`src/rtl/reorder_buffer_pkg.sv`:
```
// Shared types for the reorder buffer: row layout, index type and sizing constants.
package reorder_buffer_pkg;

    localparam int ROB_IDX_W = 4;
    localparam int ROB_DEPTH = 1 << ROB_IDX_W;
    localparam int PREG_W    = 7;

    typedef logic [ROB_IDX_W-1:0] rob_idx;
    typedef logic [PREG_W-1:0]    p_reg;

    typedef struct packed {
        logic valid;
        logic complete;
        p_reg PRegAddrDst;
        p_reg OldPRegAddrDst;
        logic RegWrite;
    } rob_row_struct;

endpackage

```
`src/rtl/reorder_buffer.sv`:
```
// In-order retirement buffer: allocates rows at dispatch, marks them complete
// out of order, and retires from the head one row per cycle.
module reorder_buffer #(
    parameter int ROB_DEPTH = 16,
    parameter int ROB_IDX_W = 4,
    parameter int PREG_W    = 7
) (
    input  logic                 clk,
    input  logic                 reset,
    input  logic                 dispatch_valid,
    input  logic [PREG_W-1:0]    dispatch_PRegAddrDst,
    input  logic [PREG_W-1:0]    dispatch_OldPRegAddrDst,
    input  logic                 dispatch_RegWrite,
    output logic                 dispatch_ready,
    output logic [ROB_IDX_W-1:0] dispatch_ROBNumber,
    input  logic                 complete_ready,
    input  logic [ROB_IDX_W-1:0] complete_ROBNumber,
    output logic                 retire_valid,
    output logic [PREG_W-1:0]    retire_PRegAddrDst,
    output logic [PREG_W-1:0]    retire_OldPRegAddrDst,
    output logic                 retire_free_valid,
    output logic                 rob_empty,
    output logic                 rob_full
);
    import reorder_buffer_pkg::*;

    localparam logic [ROB_IDX_W:0] FULL_COUNT = (ROB_IDX_W+1)'(ROB_DEPTH);

    rob_idx               head_reg;
    rob_idx               tail_reg;
    logic [ROB_IDX_W:0]   count_reg;
    rob_row_struct        rows [ROB_DEPTH];
    rob_row_struct        head_row;
    logic                 dispatch_fire;
    logic                 retire_fire;

    assign rob_full           = (count_reg == FULL_COUNT);
    assign rob_empty          = (count_reg == '0);
    assign dispatch_ready     = !rob_full;
    assign dispatch_ROBNumber = tail_reg;
    assign dispatch_fire      = dispatch_valid && dispatch_ready;

    assign head_row              = rows[head_reg];
    assign retire_valid          = head_row.valid && head_row.complete;
    assign retire_fire           = retire_valid;
    assign retire_PRegAddrDst    = head_row.PRegAddrDst;
    assign retire_OldPRegAddrDst = head_row.OldPRegAddrDst;
    assign retire_free_valid     = retire_valid && head_row.RegWrite;

    // Dispatch only targets an empty row, so it never collides with a retire of the
    // same row; a retire takes precedence over a late completion of its own row.
    genvar gi;
    generate
        for (gi = 0; gi < ROB_DEPTH; gi++) begin : g_row
            localparam rob_idx ROW_IDX = rob_idx'(gi);
            rob_row_struct row_reg;

            always_ff @(posedge clk) begin
                if (reset) begin
                    row_reg.valid    <= 1'b0;
                    row_reg.complete <= 1'b0;
                end else if (dispatch_fire && tail_reg == ROW_IDX) begin
                    row_reg <= '{valid:          1'b1,
                                 complete:       1'b0,
                                 PRegAddrDst:    dispatch_PRegAddrDst,
                                 OldPRegAddrDst: dispatch_OldPRegAddrDst,
                                 RegWrite:       dispatch_RegWrite};
                end else if (retire_fire && head_reg == ROW_IDX) begin
                    row_reg.valid    <= 1'b0;
                    row_reg.complete <= 1'b0;
                end else if (complete_ready && complete_ROBNumber == ROW_IDX && row_reg.valid) begin
                    row_reg.complete <= 1'b1;
                end
            end

            assign rows[gi] = row_reg;
        end
    endgenerate

    always_ff @(posedge clk) begin
        if (reset) begin
            head_reg  <= '0;
            tail_reg  <= '0;
            count_reg <= '0;
        end else begin
            if (dispatch_fire) begin
                tail_reg <= tail_reg + rob_idx'(1);
            end
            if (retire_fire) begin
                head_reg <= head_reg + rob_idx'(1);
            end
            case ({dispatch_fire, retire_fire})
                2'b10:   count_reg <= count_reg + 1'b1;
                2'b01:   count_reg <= count_reg - 1'b1;
                default: count_reg <= count_reg;
            endcase
        end
    end

endmodule

```
`config.mk`:
```
export PLATFORM = sky130hd
export DESIGN_NAME = reorder_buffer
export DESIGN_NICKNAME = d
export VERILOG_FILES = /design/src/rtl/reorder_buffer_pkg.sv /design/src/rtl/reorder_buffer.sv
export SDC_FILE = /design/constraint.sdc
export NUM_CORES = 1
export LEC_CHECK = 0
export ABC_CLOCK_PERIOD_IN_PS = 2920
export BUFFER_PORTS_ARGS = -buffer_cell sky130_fd_sc_hd__buf_2
export CAP_MARGIN = 20
export CORE_MARGIN = 5
export CORE_UTILIZATION = 55
export DETAILED_ROUTE_END_ITERATION = 8
export MAX_ROUTING_LAYER = met4
export PLACE_DENSITY = 0.79
export SETUP_SLACK_MARGIN = 0.15
export SLEW_MARGIN = 10
export SYNTH_ARGS = -nofsm -noshare
export SYNTH_HDL_FRONTEND = slang
export SYNTH_SLANG_ARGS = --single-unit
```
`constraint.sdc`:
```
create_clock -name clk -period 2.92 [get_ports clk]
set_clock_uncertainty 0.05 [all_clocks]
set_input_delay 0.584 -clock clk [delete_from_list [all_inputs] [get_ports clk]]
set_output_delay 0.584 -clock clk [all_outputs]
set_load 0.01 [all_outputs]
```
* After elaboration in Yosys (flattened, before gate mapping)
Index checks and enable logic that the tools add are counted.
** Storage, ports and cells
- Bits of input ports :: 23
- Bits in registers :: 285
- Logic and storage cells :: 327
** Operators by class
- Add/sub/neg operators :: 4
- Reductions and logical operators :: 121
- Bitwise gates (word level) :: 2
- Order comparisons :: 1
- Muxes and demuxes :: 68
- Equality and inequality tests :: 48
** Operators by type and width (count)
- $eq A4 B4 Y1 const B :: 24
- $bmux W17 S4 :: 1
- $logic_and A1 B1 Y1 :: 67
- $eq A4 B3 Y1 const B :: 12
- $mux W1 :: 48
- $reduce_or A3 Y1 :: 16
- $mux W17 :: 2
- $reduce_bool A2 Y1 :: 17
- $mux W2 :: 16
- $reduce_and A2 Y1 :: 16
- $eq A4 B2 Y1 const B :: 6
- $eq A4 B1 Y1 const B :: 3
- $logic_not A4 Y1 :: 3
- $pmux W5 S2 :: 1
- $add A4 B1 Y4 const B :: 2
- $add A5 B1 Y5 const B :: 1
- $eq A5 B5 Y1 const B :: 1
- $ge A5 B5 Y1 const B :: 1
- $logic_not A5 Y1 :: 1
- $not A4 Y5 :: 1
- $sub A5 B1 Y5 const B :: 1
- $eq A2 B1 Y1 const B :: 1
- $eq A2 B2 Y1 const B :: 1
- $logic_not A1 Y1 :: 1
- $not A1 Y1 :: 1

* Logic depth before layout (Yosys ltp)
Gate-level depths: netlist of the first run.
- Depth in word-level cells :: 8
- Mapped depth :: 13

* Worst setup path after synthesis of the first run
OpenSTA, ideal clock, no wires.
- Kind :: reg2reg
- Start point :: register head_reg[1]
- End point :: register count_reg[4]
- Cell stages (with the launch flop) :: 13
- Library setup time :: 71 ps
- Path slack :: -40 ps
- Clock period less this slack :: 2960 ps
- Required time :: 2799 ps
- Arrival time :: 2840 ps
- Cells stage by stage :: dfxtp_1 buf_6 mux4_2 o22ai_4 nor2_1 inv_1 ha_1 ha_1 a21o_1 a21oi_1 xor2_1 or3_1 a21oi_1
** On the way
- Cells in the longest elaborated chain, start to end :: 7
** RTL lines
- from (decl) :: line reorder_buffer.sv:29 : rob_idx head_reg;
- from (signal assigned) :: line reorder_buffer.sv:90 : head_reg <= head_reg + rob_idx'(1);
- $not A4 Y5 (implied by the code) (*) :: line reorder_buffer.sv:43 : assign head_row = rows[head_reg];
- $bmux W17 S4 (*) :: line reorder_buffer.sv:43
- $mux W17 (implied by the code) (*) (2 in series) :: line reorder_buffer.sv:43
- $logic_and A1 B1 Y1 (*) :: line reorder_buffer.sv:44 : assign retire_valid = head_row.valid && head_row.complete;
- via retire_valid :: line reorder_buffer.sv:18 : output logic retire_valid,
- $eq A2 B1 Y1 / $eq A2 B2 Y1 (equally long branches) :: line reorder_buffer.sv:92 : case ({dispatch_fire, retire_fire})
- $pmux W5 S2 / $reduce_bool A2 Y1 (equally long branches)
- to (signal assigned) :: line reorder_buffer.sv:93 : 2'b10: count_reg <= count_reg + 1'b1;
- to (signal assigned) :: line reorder_buffer.sv:94 : 2'b01: count_reg <= count_reg - 1'b1;
- to (signal assigned) :: line reorder_buffer.sv:95 : default: count_reg <= count_reg;
- to (decl) :: line reorder_buffer.sv:31 : logic [ROB_IDX_W:0] count_reg;
The timed path passes the listed nets; every way through them passes the cells marked *. The select of a mux whose other input is x is not followed.
A chain may end at the register's enable or synchronous reset.

* Final worst setup path of the first run
- Start point :: register head_reg[0]
- End point :: output port retire_free_valid
** On the way
- Cells in the longest elaborated chain, start to end :: 6
** RTL lines
- $not A4 Y5 (implied by the code) (*) :: line reorder_buffer.sv:43
- $bmux W17 S4 (*) :: line reorder_buffer.sv:43
- $mux W17 (implied by the code) (*) (2 in series) :: line reorder_buffer.sv:43
- $logic_and A1 B1 Y1 :: line reorder_buffer.sv:44
- $logic_and A1 B1 Y1 (*) :: line reorder_buffer.sv:48 : assign retire_free_valid = retire_valid && head_row.RegWrite;
- to (decl) :: line reorder_buffer.sv:21 : output logic retire_free_valid,
Mark *: on every way between the ends. The rest lies on a longest branch, timed or not. The select of a mux whose other input is x is not followed.

==> results of run 1 <==
metal layers:
layer	part of all wire	up-vias	track usage
met4	0.040	0	0.09170
met3	0.092	94	0.04411
met5	0	-	-
li1	-	2791	-
met2	0.52	402	0.4254
met1	0.35	3402	0.3116
power by group through the flow:
stage | sequential, mW | clock (mW) | combinational, mW
3_5_place_dp | 4.54 | 0 | 0.245
5_1_grt | 4.46 | 3.90 | 0.283
3_3_place_gp | 4.54 | 0 | 0.234
6_report | 4.46 | 3.65 | 0.263
4_1_cts | 4.45 | 3.70 | 0.260
2_1_floorplan | 4.54 | 0 | 0.118
synthesized netlist by cell type (3+ instances only):
master,number,area (um2)
edfxtp_1,240,7207
mux4_2,76,1712
dfxtp_1,45,900.9
nand2_1,45,168.9
nor2_1,33,123.9
a21oi_1,23,115.1
clkbuf_1,20,75.07
a311oi_1,16,140.1
a2111oi_2,14,210.2
nor3_1,13,65.06
ha_1,12,150.1
a31oi_1,10,62.56
buf_6,9,101.4
a41oi_1,6,52.55
buf_2,5,25.02
inv_1,5,18.77
nor2_2,4,25.02
nor2b_1,4,25.02
xor2_1,4,35.03
mux2i_1,3,30.03
mux4_1,3,78.83
or3_1,3,18.77
xnor2_1,3,26.28
layout by cell type (no fill, tap or decap), drive strengths merged, types with 2 or more instances in the layout:
cell type	Yosys	final
a2111oi	16	16
a21o	2	2
a21oi	23	23
a311oi	16	16
a31oi	10	10
a41oi	6	6
and2	2	2
and2b	2	2
and3	2	2
buf	17	102
bufinv	0	3
clkbuf	20	37
clkinv	0	12
clkinvlp	0	2
dfxtp	45	45
edfxtp	240	240
ha	12	12
inv	7	6
mux2i	3	3
mux4	79	79
nand2	45	45
nand2b	2	2
nor2	37	37
nor2b	4	4
nor3	13	13
o21ai	4	4
o22ai	2	2
or2	2	2
or3	3	3
xnor2	3	3
xor2	4	4
critical path: cells and delay by family (launching register included):
kind / cells / cell delay [ns]
flip-flops: 1 / 0.39
multiplexers: 2 / 0.98
AND/OR/NAND/NOR: 1 / 0.16
buffers and inverters: 3 / 0.38
per-stage QoR:
| step | total power, mW | instance area [um2] | hold WS [ns] |
|---|---|---|---|
| final | 8.369 | 13910 | 0.3286 |
| after global routing | 8.634 | 13910 | 0.3292 |
| after CTS | 8.417 | 13840 | 0.3113 |
| after detailed placement | 4.788 | 12460 | 0.4798 |
| after global placement | 4.773 | 12460 | 0.4644 |
| after floorplan | 4.659 | 11760 | 0.4461 |
kinds of logic (layout without fill, tap and decap cells):
kind of cell / Yosys count / after routing / share of synthesized area
mux: 82 / 82 / 0.1552
xor+xnor: 7 / 7 / 0.005228
flops: 285 / 285 / 0.6913
compound gates: 82 / 82 / 0.06305
fa+ha+maj: 13 / 13 / 0.01451
buf+inv: 44 / 163 / 0.02294
simple gates: 120 / 120 / 0.04769
other cells: 0 / 1 / 0
worst paths after layout:
check	endpoint	cells past startpoint
max	retire_free_valid	6
max reg2reg	count_reg[4]	12
min	g_row[13].row_reg[13]	1
min reg2reg	g_row[13].row_reg[16]	2
area by class of cell:
cell class              instances  share of cell area
inverters                       7            0.002789
well taps                     275             0.02474
multi-input cells             304              0.2483
clock inverters                16             0.01349
repair buffers                104             0.07232
diodes                          1           0.0001799
clock buffers                  36             0.05478
flip-flops and latches        285              0.5834
repair_timing:
item,in CTS,in global routing
cloned,4,1
pin swaps,6,6
endpoints found under the hold margin,0,0
endpoints found under the setup margin,16,18
buffers inserted,14,2
resized for setup,44,4
==> flow_summary.yaml, run 1 <==
run_status:
  outcome: "finished with violations"
  violations: "negative setup slack"
critical_path:
  worstReg2RegStart: "head_reg[1]"
  critPathArrivalTime_ns: 2.45
  crit_type: "reg -> out"
  cp-start-kind: "flop"
  path_cells: "buf_12 > buf_8 > mux4_2 > mux4_2 > nor2b_4 > buf_6"
  ff2ff_setup_slack_ns: 0.05
  crit_slowest_cell: "mux4_2"
  critPathMaxFanout: 5
  critPathMaxStageDelay_ns: 0.49
  setup.worst_path.end_class: "output port"
  startpoint: "head_reg[0]"
  cp.required_ns: 2.29
  cpMostUsedCell: "mux4_2"
layout:
  nNetsFinal: 766
  largest_reg_flops: 272
  synthToLayoutAreaGrowth_pct: 18.61
  fillers: 1338
  multi_input_area_um2: 3453
  utilization: 0.6617
  drive_gt1_frac: 0.3697
  stdcell_count: 1028
  final-seq-area_um2: 8115
timing:
  worst_pin_slew_ns: 0.6259
  fin_crit_sh: 1.055
  clock.fmax_mhz: 324.6
  fin_ws_ns: -0.1605
  setup_viol: 15
  finalSetupTns_ns: -1.648
  rsz0062_at_grt: "yes"
  hold_viol_final: 0
  maxSlewViolCount: 0
  slew_headroom: 0.5827
  min_period_ns: 3.081
grt:
  grt_start_max_net_pins: 47
  overflow: 0
  antenna_found_initial: 1
  grt_util_all_layers: 0.2531
  grt_pass1_wl_mm: 43.94
  first_global_vias: 7035
hold_path:
  hold_start: "dispatch_PRegAddrDst[5]"
  worstHoldPathType: "in -> reg"
power_and_ir_drop:
  switchingPower_mw: 1.723
  irDropWorstVdd_mv: 0.6416
  switching_share: 0.2059
  power_frac_clock: 0.436
  power_density_nw_per_um2: 601.7
  power_leakage_nw: 4.409
  internal_power_mw: 6.646
  pwr-share-seq: 0.532
  p_comb_frac: 0.031
detailed_routing:
  dr.pass1.iters: 5
  vias_per_cell: 6.507
  final_antenna_net_count: 0
  routedWlPerCell_um: 28.42
  drc_errors: 0
  drtIter0Drc: 641
  routed_wl_mm: 29.22
  num_vias: 6689
die:
  core_um2: 21020
  initial_core_util: 0.5579
  die_area_um2: 24340
  rows: 53
  ioPinCount: 46
  die_height_um: 156.0
  fp.dieW_um: 156.0
cts:
  cts_tree: "built"
  htreeDepth: 1
  cts-root-buf: "clkbuf_16"
  clk_path_buf_depth: 3
  numCtsBuffers: 28
  clock_sinks: 285
  clk_latency_ns: 0.54
  cts_hold_buf: 0
  path_clk_slew_ns: 0.06
synthesis:
  synth-edff-count: 240
  syn_inst: 633
  seq_area_frac_synth: 0.6913
  syn_area_um2: 11730
  synth.avg_cell_area_um2: 18.53
  yosysWarnings: 0
  yosys_most_used_dff: "edfxtp_1"
  syn_nets: 669
  ys_ff_latch: 285
  synthArstFlopShare: 0
  synth.distinct_cells: 49
place:
  port-buffer-count: 45
  hpwlAfterDp_mm: 16.09
  dpl.cell_count: 954
  place_congestion: 0.9342
  preCtsSetupSlack_ns: 0.1206
job:
  max-cap-violations: 0
(Power assumes the default switching activity.)
==> run 2: changes to the inputs <==
Settings changed: CTS_CLUSTER_DIAMETER from default to 100, RECOVER_POWER from default to 50.
==> run 2 against run 1 <==
Effect of this change: the run still ends with negative setup slack left; power about the same; cell area fell by 0.21%; highest routed layer unchanged; non-clock buffer count stayed put; hold slack improved by 0.13 ns; register-to-register slack is essentially flat; largest cell class unchanged; critical path type unchanged; critical endpoint unchanged.
==> flow_summary.yaml, run 2 (synthesis gave the netlist of run 1 again) <==
place:
  dpl.cell_count: 954
  preCtsSetupSlack_ns: 0.1206
  hpwlAfterDp_mm: 16.09
  port-buffer-count: 45
  placed_cell_area_um2: 12460
  place_congestion: 0.9342
run_status:
  violations: "negative setup slack"
  outcome: "finished with violations"
power_and_ir_drop:
  finalPower_mw: 8.369
  irDropWorstVdd_mv: 0.6374
  power_leakage_nw: 4.363
  power_density_nw_per_um2: 602.9
detailed_routing:
  routedWlPerCell_um: 28.55
  dr.pass1.iters: 5
  routed_wl_mm: 29.35
  num_vias: 6734
  drtIter0Drc: 721
  final_antenna_net_count: 0
  vias_per_cell: 6.551
  drc_errors: 0
grt:
  grt_pass1_wl_mm: 43.94
  grt_start_max_net_pins: 47
  grt_util_all_layers: 0.2531
  first_global_vias: 7035
  antenna_found_initial: 1
  overflow: 0
timing:
  min_period_ns: 3.075
  rsz0062_at_grt: "yes"
  fin_crit_sh: 1.053
  maxSlewViolCount: 0
  finalSetupTns_ns: -1.628
  clock.fmax_mhz: 325.3
  whs_ns: 0.4556
  setup_viol: 15
  worst_pin_slew_ns: 0.6400
  fin_ws_ns: -0.1545
  hold_viol_final: 0
  slew_headroom: 0.5734
critical_path:
  path_cells: "buf_12 > buf_8 > mux4_2 > mux4_2 > nor2b_4 > buf_6"
  critPathMaxStageDelay_ns: 0.49
  cp.required_ns: 2.29
  cp-start-kind: "flop"
  crit_type: "reg -> out"
  setup.worst_path.end_class: "output port"
  crit_slowest_cell: "mux4_2"
  critPathArrivalTime_ns: 2.44
  critPathMaxFanout: 5
  cpMostUsedCell: "mux4_2"
layout:
  multi_input_area_um2: 3447
  final_common_cell: "edfxtp_1"
  stdcell_count: 1028
  final-seq-area_um2: 8115
  utilization: 0.6603
  fillers: 1352
  nNetsFinal: 766
  synthToLayoutAreaGrowth_pct: 18.36
  post-route-cell-area_um2: 13880
  largest_reg_flops: 272
  drive_gt1_frac: 0.3471
  layout_common_cells: "240 x edfxtp_1, 78 x mux4_2, 45 x nand2_1"
die:
  core_um2: 21020
  rows: 53
  die_height_um: 156.0
  fp.dieW_um: 156.0
  initial_core_util: 0.5579
  ioPinCount: 46
  die_area_um2: 24340
cts:
  cts-root-buf: "clkbuf_16"
  clock_sinks: 285
  path_clk_slew_ns: 0.06
  clk_path_buf_depth: 3
  numCtsBuffers: 28
  cts_tree: "built"
  cts_hold_buf: 0
  htreeDepth: 1
  clk_latency_ns: 0.54
job:
  max-cap-violations: 0
hold_path:
  worstHoldPathType: "in -> reg"
-- run 2: changes by cell type in the layout (fill, tap and decap cells not counted) --
cell      delta
buf_4        -1
nor4_2       -1
nor4_1       +1
buf_2       -15
clkbuf_1    +16
-- run 2: cell type report --
class / instances / share of cell area
Sequential cell: 285 / 0.5846
Multi-Input combinational cell: 304 / 0.2483
Timing Repair Buffer: 104 / 0.07085
Clock buffer: 36 / 0.05489
Tap cell: 275 / 0.02479
Clock inverter: 16 / 0.01352
Inverter: 7 / 0.002794
Antenna cell: 1 / 0.0001803
-- run 2: path summary, 6_finish.rpt --
| path | from | end | slack (ns) | cells after the start |
|---|---|---|---|---|
| hold reg to reg | g_row[5].row_reg[16] | g_row[5].row_reg[16] | 0.49 | 2 |
| setup / recovery | head_reg[0] | retire_free_valid | -0.15 | 6 |
| setup reg to reg | head_reg[1] | count_reg[4] | 0.04 | 12 |
| hold / removal | dispatch_OldPRegAddrDst[6] | g_row[13].row_reg[7] | 0.46 | 1 |
-- run 2: timing repair --
item | in CTS | in global routing
endpoints found under the setup margin | 16 | 18
pin swaps | 6 | 6
buffers inserted | 14 | 2
gates cloned | 4 | 1
gates resized for setup | 44 | 4
-- run 2: where the power goes --
part | internal, mW | leakage [nW] | switching (mW)
clock network | 2.12 | 0.460 | 1.53
logic | 0.0853 | 1.38 | 0.174
registers | 4.44 | 2.53 | 0.0206
total | 6.64 | 4.36 | 1.73
-- run 2: worst max-delay path: cells and delay by family, from the launching register on --
family                 cells  cell delay (ns)
and+or+nand+nor            1             0.16
buffers and inverters      3             0.37
DFF                        1             0.38
muxes                      2             0.98
-- run 2: layer usage --
layer | global-route usage | share of wire
met1 | 0.3116 | 0.35
met2 | 0.4254 | 0.51
met3 | 0.04411 | 0.092
met4 | 0.09170 | 0.042
met5 | - | 0
==> run 3: changes to the inputs <==
Settings changed: BUFFER_PORTS_ARGS -buffer_cell sky130_fd_sc_hd__buf_2 to -buffer_cell sky130_fd_sc_hd__buf_4.
==> run 3 against run 2 <==
Effect of this change: the run still ends with negative setup slack left; critical path type unchanged; die area unchanged; sequential share of layout area fell by 0.095 points; sequential power is essentially flat.
==> flow_summary.yaml, run 3 (synthesis gave the netlist of run 1 again) <==
run_status:
  outcome: "finished with violations"
  violations: "negative setup slack"
critical_path:
  ff2ff_setup_slack_ns: -0.09
  critPathMaxFanout: 5
  reg2regPathDepth: 15
  critPathArrivalTime_ns: 2.52
  crit_type: "reg -> out"
  worstReg2RegStart: "head_reg[0]"
  cp.required_ns: 2.29
  r2r_end: "count_reg[4]"
  cp-start-kind: "flop"
  setup.worst_path.end_class: "output port"
cts:
  clk_path_buf_depth: 3
  path_clk_slew_ns: 0.07
  htreeDepth: 1
  clock_sinks: 285
  cts_hold_buf: 0
  cts_tree: "built"
  cts-root-buf: "clkbuf_16"
  clk_latency_ns: 0.58
  numCtsBuffers: 30
die:
  rows: 53
  initial_core_util: 0.5579
  die_area_um2: 24340
  fp.dieW_um: 156.0
  die_height_um: 156.0
  ioPinCount: 46
  core_um2: 21020
power_and_ir_drop:
  power_leakage_nw: 4.368
  irDropWorstVdd_mv: 0.6979
  power_density_nw_per_um2: 623.8
  finalPower_mw: 8.673
place:
  place_congestion: 0.9006
  port-buffer-count: 45
  hpwlAfterDp_mm: 15.58
grt:
  overflow: 0
  grt_pass1_wl_mm: 42.15
  grt_start_max_net_pins: 43
  first_global_vias: 6747
  antenna_found_initial: 1
  grt_util_all_layers: 0.2403
timing:
  whs_ns: 0.4340
  min_period_ns: 3.149
  worst_pin_slew_ns: 0.6883
  clock.fmax_mhz: 317.5
  maxSlewViolCount: 0
  fin_ws_ns: -0.2295
  setup_viol: 16
  rsz0062_at_grt: "yes"
  slew_headroom: 0.5411
  finalSetupTns_ns: -2.770
  hold_viol_final: 0
  fin_crit_sh: 1.079
hold_path:
  min_delay_path_depth: 2
  hold_start: "reset"
  worstHoldPathType: "in -> reg"
  hold_end: "g_row[15].row_reg[15]"
detailed_routing:
  final_antenna_net_count: 0
  dr.pass1.iters: 5
  drtIter0Drc: 752
  routed_wl_mm: 28.35
  drc_errors: 0
  routedWlPerCell_um: 27.47
  vias_per_cell: 6.463
  num_vias: 6670
layout:
  final_common_cell: "edfxtp_1"
  fillers: 1326
  nNetsFinal: 768
  drive_gt1_frac: 0.3307
  synthToLayoutAreaGrowth_pct: 18.55
  utilization: 0.6614
  layout_common_cells: "240 x edfxtp_1, 79 x mux4_2, 48 x buf_4"
  largest_reg_flops: 272
job:
  max-cap-violations: 0
## run 3: cell types whose count changed in the layout (fill, tap and decap cells not counted), sizes merged
cell and change:
buf -7, bufbuf -1, bufinv +2, clkbuf +8, inv +2
## run 3: critical path, cell delays in order, from the launching register on
cell     delay (ns)
dfxtp_4        0.40
buf_12         0.12
buf_16         0.13
mux4_2         0.52
mux4_2         0.50
nor2b_4        0.16
buf_6          0.12
## run 3: worst max path at each step
| stage | startpoint | endpoint | cells after the start |
|---|---|---|---|
| 5_1_grt | head_reg[0] | retire_PRegAddrDst[1] | 6 |
| 3_3_place_gp | head_reg[0] | retire_free_valid | 5 |
| 2_1_floorplan | head_reg[1] | count_reg[4] | 12 |
| 6_report | head_reg[0] | retire_free_valid | 6 |
| 4_1_cts | head_reg[0] | retire_free_valid | 6 |
| 3_5_place_dp | head_reg[1] | count_reg[4] | 12 |
## run 3: timing repair
action                     CTS  global route
cloned                       3             2
setup endpoints to repair   16            17
setup buffers               11             1
resized for setup           39             5
## run 3: where the power goes
group	total (mW)	switching, mW	internal, mW
combinational	0.269	0.180	0.0889
clock	3.95	1.60	2.34
sequential	4.46	0.0189	4.44
total	8.67	1.80	6.87
## run 3: metrics by stage
| stage | cell area, um2 | worst slack, ns | std cells |
|---|---|---|---|
| after floorplan | 11760 | 0.1785 | 633 |
| after global placement | 12600 | 0.2179 | 958 |
| after detailed placement | 12600 | 0.1332 | 958 |
| after CTS | 13950 | -0.2023 | 1028 |
| after global routing | 13900 | -0.2743 | 1032 |
| final | 13900 | -0.2295 | 1032 |
## run 3: cell type report
class,count,area (um2),share of cell area
Multi-Input combinational cell,304,3411,0.2453
Inverter,7,33.78,0.002430
Antenna cell,1,2.502,0.0001800
Timing Repair Buffer,104,965.9,0.06947
Sequential cell,285,8115,0.5837
Tap cell,275,344.1,0.02475
Clock inverter,20,257.7,0.01854
Clock buffer,36,773.2,0.05562
## run 3: routing by layer
layer,vias up,GRT usage,share of wire
met5,-,-,0
met2,393,0.4034,0.52
met4,0,0.06461,0.030
met1,3405,0.2989,0.35
li1,2798,-,-
met3,74,0.05243,0.093
